### config.mk
export PLATFORM = sky130hd
export DESIGN_NAME = ifetch_unit
export DESIGN_NICKNAME = d
export VERILOG_FILES = /design/src/rtl/ifetch_unit.sv
export SDC_FILE = /design/constraint.sdc
export NUM_CORES = 1
export LEC_CHECK = 0
export CORE_MARGIN = 2
export CORE_UTILIZATION = 47
export DETAILED_ROUTE_END_ITERATION = 8
export HOLD_SLACK_MARGIN = 0.06
export PLACE_DENSITY = 0.83
export SETUP_SLACK_MARGIN = 0.3
export SYNTH_ARGS = -nofsm -noshare
export SYNTH_HDL_FRONTEND = slang
export SYNTH_SLANG_ARGS = --single-unit
### constraint.sdc
create_clock -name CLK -period 15 [get_ports CLK]
set_clock_uncertainty 0.15 [all_clocks]
set_input_delay 4.5 -clock CLK [delete_from_list [all_inputs] [get_ports CLK]]
set_output_delay 4.5 -clock CLK [all_outputs]
set_load 0.005 [all_outputs]
### src/rtl/ifetch_unit.sv
// Instruction-fetch stage: fetches the word at pc_in over a req/ack memory port and
// hands it to the decoder over valid/ready, with redirect flush and sticky fault capture.
module ifetch_unit #(
  parameter logic [31:0] RESET_PC = 32'h0000_3000,
  parameter int          CNT_W    = 32
) (
  input  logic             CLK,
  input  logic             RST,
  input  logic [31:0]      pc_in,
  input  logic             redirect,
  output logic             pc_advance,
  output logic             imem_req,
  output logic [31:0]      imem_addr,
  input  logic             imem_ack,
  input  logic [31:0]      imem_rdata,
  input  logic             imem_err,
  output logic             ir_valid,
  input  logic             ir_ready,
  output logic [31:0]      ir,
  output logic [31:0]      ir_pc,
  output logic [5:0]       op,
  output logic [25:0]      jump_target,
  output logic [15:0]      imm,
  output logic             fetch_fault,
  output logic [31:0]      fault_pc,
  output logic [CNT_W-1:0] fetch_count
);

  typedef enum logic [1:0] {S_IDLE, S_REQ, S_HOLD, S_FAULT} state_t;

  state_t            state_q, state_d;
  logic [31:0]       imem_addr_q, imem_addr_d;
  logic [31:0]       ir_q, ir_d;
  logic [31:0]       ir_pc_q, ir_pc_d;
  logic              fetch_fault_q, fetch_fault_d;
  logic [31:0]       fault_pc_q, fault_pc_d;
  logic [CNT_W-1:0]  fetch_count_q, fetch_count_d;
  logic              drop_q, drop_d;

  always_ff @(posedge CLK or posedge RST) begin
    if (RST) begin
      state_q       <= S_IDLE;
      imem_addr_q   <= RESET_PC;
      ir_q          <= '0;
      ir_pc_q       <= '0;
      fetch_fault_q <= 1'b0;
      fault_pc_q    <= '0;
      fetch_count_q <= '0;
      drop_q        <= 1'b0;
    end else begin
      state_q       <= state_d;
      imem_addr_q   <= imem_addr_d;
      ir_q          <= ir_d;
      ir_pc_q       <= ir_pc_d;
      fetch_fault_q <= fetch_fault_d;
      fault_pc_q    <= fault_pc_d;
      fetch_count_q <= fetch_count_d;
      drop_q        <= drop_d;
    end
  end

  always_comb begin
    state_d       = state_q;
    imem_addr_d   = imem_addr_q;
    ir_d          = ir_q;
    ir_pc_d       = ir_pc_q;
    fetch_fault_d = fetch_fault_q;
    fault_pc_d    = fault_pc_q;
    fetch_count_d = fetch_count_q;
    drop_d        = drop_q;
    imem_req      = 1'b0;
    ir_valid      = 1'b0;
    pc_advance    = 1'b0;
    case (state_q)
      S_IDLE: begin
        if (pc_in[1:0] != 2'b00) begin
          fault_pc_d    = pc_in;
          fetch_fault_d = 1'b1;
          state_d       = S_FAULT;
        end else begin
          imem_addr_d = pc_in;
          state_d     = S_REQ;
        end
      end
      S_REQ: begin
        imem_req = 1'b1;
        if (imem_ack) begin
          // A flushed request still has to complete on the bus; its response is dropped here.
          if (drop_q || redirect) begin
            drop_d  = 1'b0;
            state_d = S_IDLE;
          end else if (imem_err) begin
            fault_pc_d    = imem_addr_q;
            fetch_fault_d = 1'b1;
            state_d       = S_FAULT;
          end else begin
            ir_d    = imem_rdata;
            ir_pc_d = imem_addr_q;
            state_d = S_HOLD;
          end
        end else if (redirect) begin
          drop_d = 1'b1;
        end
      end
      S_HOLD: begin
        ir_valid = 1'b1;
        if (redirect) begin
          state_d = S_IDLE;
        end else if (ir_ready) begin
          pc_advance    = 1'b1;
          fetch_count_d = fetch_count_q + {{(CNT_W-1){1'b0}}, 1'b1};
          state_d       = S_IDLE;
        end
      end
      S_FAULT: begin
      end
      default: state_d = S_IDLE;
    endcase
  end

  assign imem_addr   = imem_addr_q;
  assign ir          = ir_q;
  assign ir_pc       = ir_pc_q;
  assign op          = ir_q[31:26];
  assign jump_target = ir_q[25:0];
  assign imm         = ir_q[15:0];
  assign fetch_fault = fetch_fault_q;
  assign fault_pc    = fault_pc_q;
  assign fetch_count = fetch_count_q;

endmodule

==> flow_summary.toml <==
[drt]
route.final.wire_length_um = 18200
drtAntennaViolNets = 0
iter_0_drt_violations = 274
vias = 5024
drt_drc = 0
detail_route.wl_per_cell_um = 19.0
detail_route.first_pass.iterations = 4
avgViaCountPerCell = 5.24

[clock_network]
cts_made_buffers = 17
clk_pin_slew_ns = 0.06
cts-root-to-sink-buffers = 2
cts_root_buffer = "sky130_fd_sc_hd__clkbuf_16"
h-tree-depth = 4
worstSkewPairLatency_ns = 0.42
post_cts_resize_count = 0
tritoncts = "yes"
postCtsHoldBufs = 0
clkSinkCount = 164
cts_post_setup_buffers_inserted = 0

[placed_design]
gpl.final_weighted_congestion = 0.795
dp_hpwl_um = 12800
io_buffers = 281

[floorplanning]
initial_core_util_pct = 47.8
die_w_um = 128
floorplan.io_pins = 282
coreArea_sq_mm = 0.0151
floorplan.die_area_sq_mm = 0.0164
die-height_um = 128
rows = 45

[layout]
final_core_utilization_pct = 69.3
fillers = 1034
layout-area-overhead-vs-synth_pct = 44.9
diodes_inserted = 0
post_route_cells_drive_above_1_share_pct = 26.5
final_nets = 832

[sta]
setup_tns_after_final_layout_ns = 0
achievable_freq_mhz = 94.5
fin_crit_sh_pct = 70.6
report.final.hold_viol_count = 0
layout_min_cycle_time_ns = 10.58
slew_viol_final = 0
unrepaired_setup_endpoints_after_global_routing = "no"
timing.max_slew.rel_slack_pct = 29.1
worst_slew_pin_slew_ns = 1.06
finalSetupViolations = 0

[logic_synthesis]
yosysWarningCount = 0
synth.yosys.seq_area_share_pct = 56.7
synthesis.area_per_instance_sq_um = 13.9
synthDistinctLibCells = 33
synth_fp_nets = 596
netlist_area_sq_mm = 0.00725
ys_ff_latch = 164
postSynthCellCount = 521

[global_route]
antenna_found_initial = 0
grt_max_degree = 103
globalRouteOverflowTotal = 0
grt_use_total_pct = 22.6
grt_use_met2_pct = 38.6
grt_pass1_wl_um = 28400
grtUsageMet1_pct = 26.5
first_global_vias = 5193
grt_use_met3_pct = 8.26
grt.busiest_layer = "met2"

[flow_run]
max_cap_violations = 0

[worst_setup_path]
cp_data_arrival_time_ns = 5.93
cp.required_ns = 10.35
crit_type = "input port to output port"
critPathLaunchType = "input port"
critPathMaxFanout = 7
critPathCaptureType = "output port"

[power]
total_leakage_power_nw = 4.46
max-vdd-ir-drop_v = 0.000133
power_per_cell_area_mw_per_mm2 = 202
power.total_mw = 2.12

[run_status]
status = "completed"

[worst_hold_path]
holdCritPathClass = "flop to flop"
-- per-layer routing --
layer	vias to the layer above	part of all wire (%)
met5	-	0
met2	219	50
li1	2253	-
met4	0	1.5
met1	2530	39
met3	22	9.3
-- critical path, stage by stage --
cell and delay [ns]:
sky130_fd_sc_hd__clkdlybuf4s50_1 0.51, sky130_fd_sc_hd__nand3b_4 0.26, sky130_fd_sc_hd__inv_1 0.13, sky130_fd_sc_hd__clkdlybuf4s50_1 0.53
-- where the power goes --
| part | internal [mW] | switching (mW) | total [mW] |
|---|---|---|---|
| Clock | 0.271 | 0.177 | 0.448 |
| Sequential | 0.623 | 0.140 | 0.764 |
| Combinational | 0.629 | 0.282 | 0.911 |
-- placed cells by master (no fill, tap or decap), types with 3 or more instances in the layout --
cell type / Yosys / layout
sky130_fd_sc_hd__a21oi_1: 4 / 4
sky130_fd_sc_hd__and3_1: 4 / 4
sky130_fd_sc_hd__buf_4: 48 / 4
sky130_fd_sc_hd__bufinv_16: 0 / 3
sky130_fd_sc_hd__clkbuf_16: 0 / 17
sky130_fd_sc_hd__clkdlybuf4s50_1: 0 / 281
sky130_fd_sc_hd__clkinv_2: 0 / 4
sky130_fd_sc_hd__dfrtp_1: 162 / 162
sky130_fd_sc_hd__ha_1: 5 / 4
sky130_fd_sc_hd__inv_1: 7 / 6
sky130_fd_sc_hd__inv_6: 0 / 3
sky130_fd_sc_hd__mux2_2: 158 / 158
sky130_fd_sc_hd__nand2_1: 15 / 15
sky130_fd_sc_hd__nand3_1: 10 / 10
sky130_fd_sc_hd__nand4_1: 18 / 18
sky130_fd_sc_hd__nor2_1: 7 / 7
sky130_fd_sc_hd__nor3_1: 4 / 4
sky130_fd_sc_hd__nor4_1: 7 / 7
sky130_fd_sc_hd__xnor2_1: 26 / 26
sky130_fd_sc_hd__xor2_1: 5 / 5
-- kinds of logic after synthesis --
| family | synth area share [%] |
|---|---|
| buf+inv | 6.58 |
| compound gates | 0.397 |
| fa+ha+maj | 0.863 |
| flops | 56.7 |
| xor+xnor | 3.75 |
| mux | 24.8 |
| simple gates | 6.91 |
-- metrics by stage --
step                      cells  hold WS (ns)  instance area (sq um)  worst slack, ns
after floorplan             521         0.315                   7250             5.56
after global placement      926         0.307                   9890             4.46
after detailed placement    926         0.305                   9890             4.44
after CTS                   958         0.321                  10500             4.41
after global routing        958         0.339                  10500             4.35
final                       958         0.318                  10500             4.42
-- registers in the layout, summed over array words and instances (netlist names) --
signal / cells
state_q: 2
fault_pc: 32
ir: 32
ir_pc: 32
imem_addr: 32
drop_q: 1
fetch_fault: 1
fetch_count: 32
-- synthesized netlist by cell type --
cell	count	share of area (%)
sky130_fd_sc_hd__nand4_1	18	1.6
sky130_fd_sc_hd__clkbuf_1	7	0.36
sky130_fd_sc_hd__nor2_2	1	0.086
sky130_fd_sc_hd__xnor2_1	26	3.1
sky130_fd_sc_hd__nand2_1	15	0.78
sky130_fd_sc_hd__a32oi_1	1	0.12
sky130_fd_sc_hd__nor4_1	7	0.60
sky130_fd_sc_hd__nor3b_1	1	0.10
sky130_fd_sc_hd__buf_1	1	0.052
sky130_fd_sc_hd__nor4_4	2	0.59
sky130_fd_sc_hd__ha_1	5	0.86
sky130_fd_sc_hd__nand3b_4	1	0.28
sky130_fd_sc_hd__dfstp_2	2	0.73
sky130_fd_sc_hd__buf_2	12	0.83
sky130_fd_sc_hd__mux2i_1	2	0.28
sky130_fd_sc_hd__or2_2	1	0.086
sky130_fd_sc_hd__buf_4	48	5.0
sky130_fd_sc_hd__inv_1	7	0.36
sky130_fd_sc_hd__nor2b_1	2	0.17
sky130_fd_sc_hd__nand3_1	10	0.69
sky130_fd_sc_hd__mux2_2	158	25
sky130_fd_sc_hd__nand4bb_1	1	0.16
sky130_fd_sc_hd__nor2_1	7	0.36
sky130_fd_sc_hd__and2_1	2	0.17
sky130_fd_sc_hd__dfrtp_1	162	56
sky130_fd_sc_hd__a21oi_1	4	0.28
sky130_fd_sc_hd__nand4b_1	2	0.24
sky130_fd_sc_hd__nor3b_2	1	0.17
sky130_fd_sc_hd__and3_1	4	0.35
sky130_fd_sc_hd__nor3_1	4	0.28
sky130_fd_sc_hd__xor2_1	5	0.60
sky130_fd_sc_hd__nand3b_1	1	0.10
sky130_fd_sc_hd__or4b_1	1	0.14
-- path summary, 6_finish.rpt --
check,from,endpoint,slack [ns],cells after the start
hold / removal,fetch_fault,fetch_fault,0.32,1
min in group asynchronous,RST,fetch_count[27],4.49,2
hold reg to reg,fetch_fault,fetch_fault,0.32,1
setup / recovery,redirect,pc_advance,4.42,4
max in group asynchronous,RST,fault_pc[15],8.86,3
setup reg to reg,state_q[1],fault_pc[21],11.67,7
-- layout make-up --
cell class / count / area (sq um) / area share [%]
flip-flops and latches: 164 / 4110 / 39.1
repair buffers: 285 / 2840 / 27.1
multi-input cells: 282 / 2670 / 25.5
clock buffers: 20 / 457 / 4.35
clock inverters: 12 / 153 / 1.45
well taps: 188 / 235 / 2.24
inverters: 7 / 31.3 / 0.298
(Power assumes the default switching activity.)
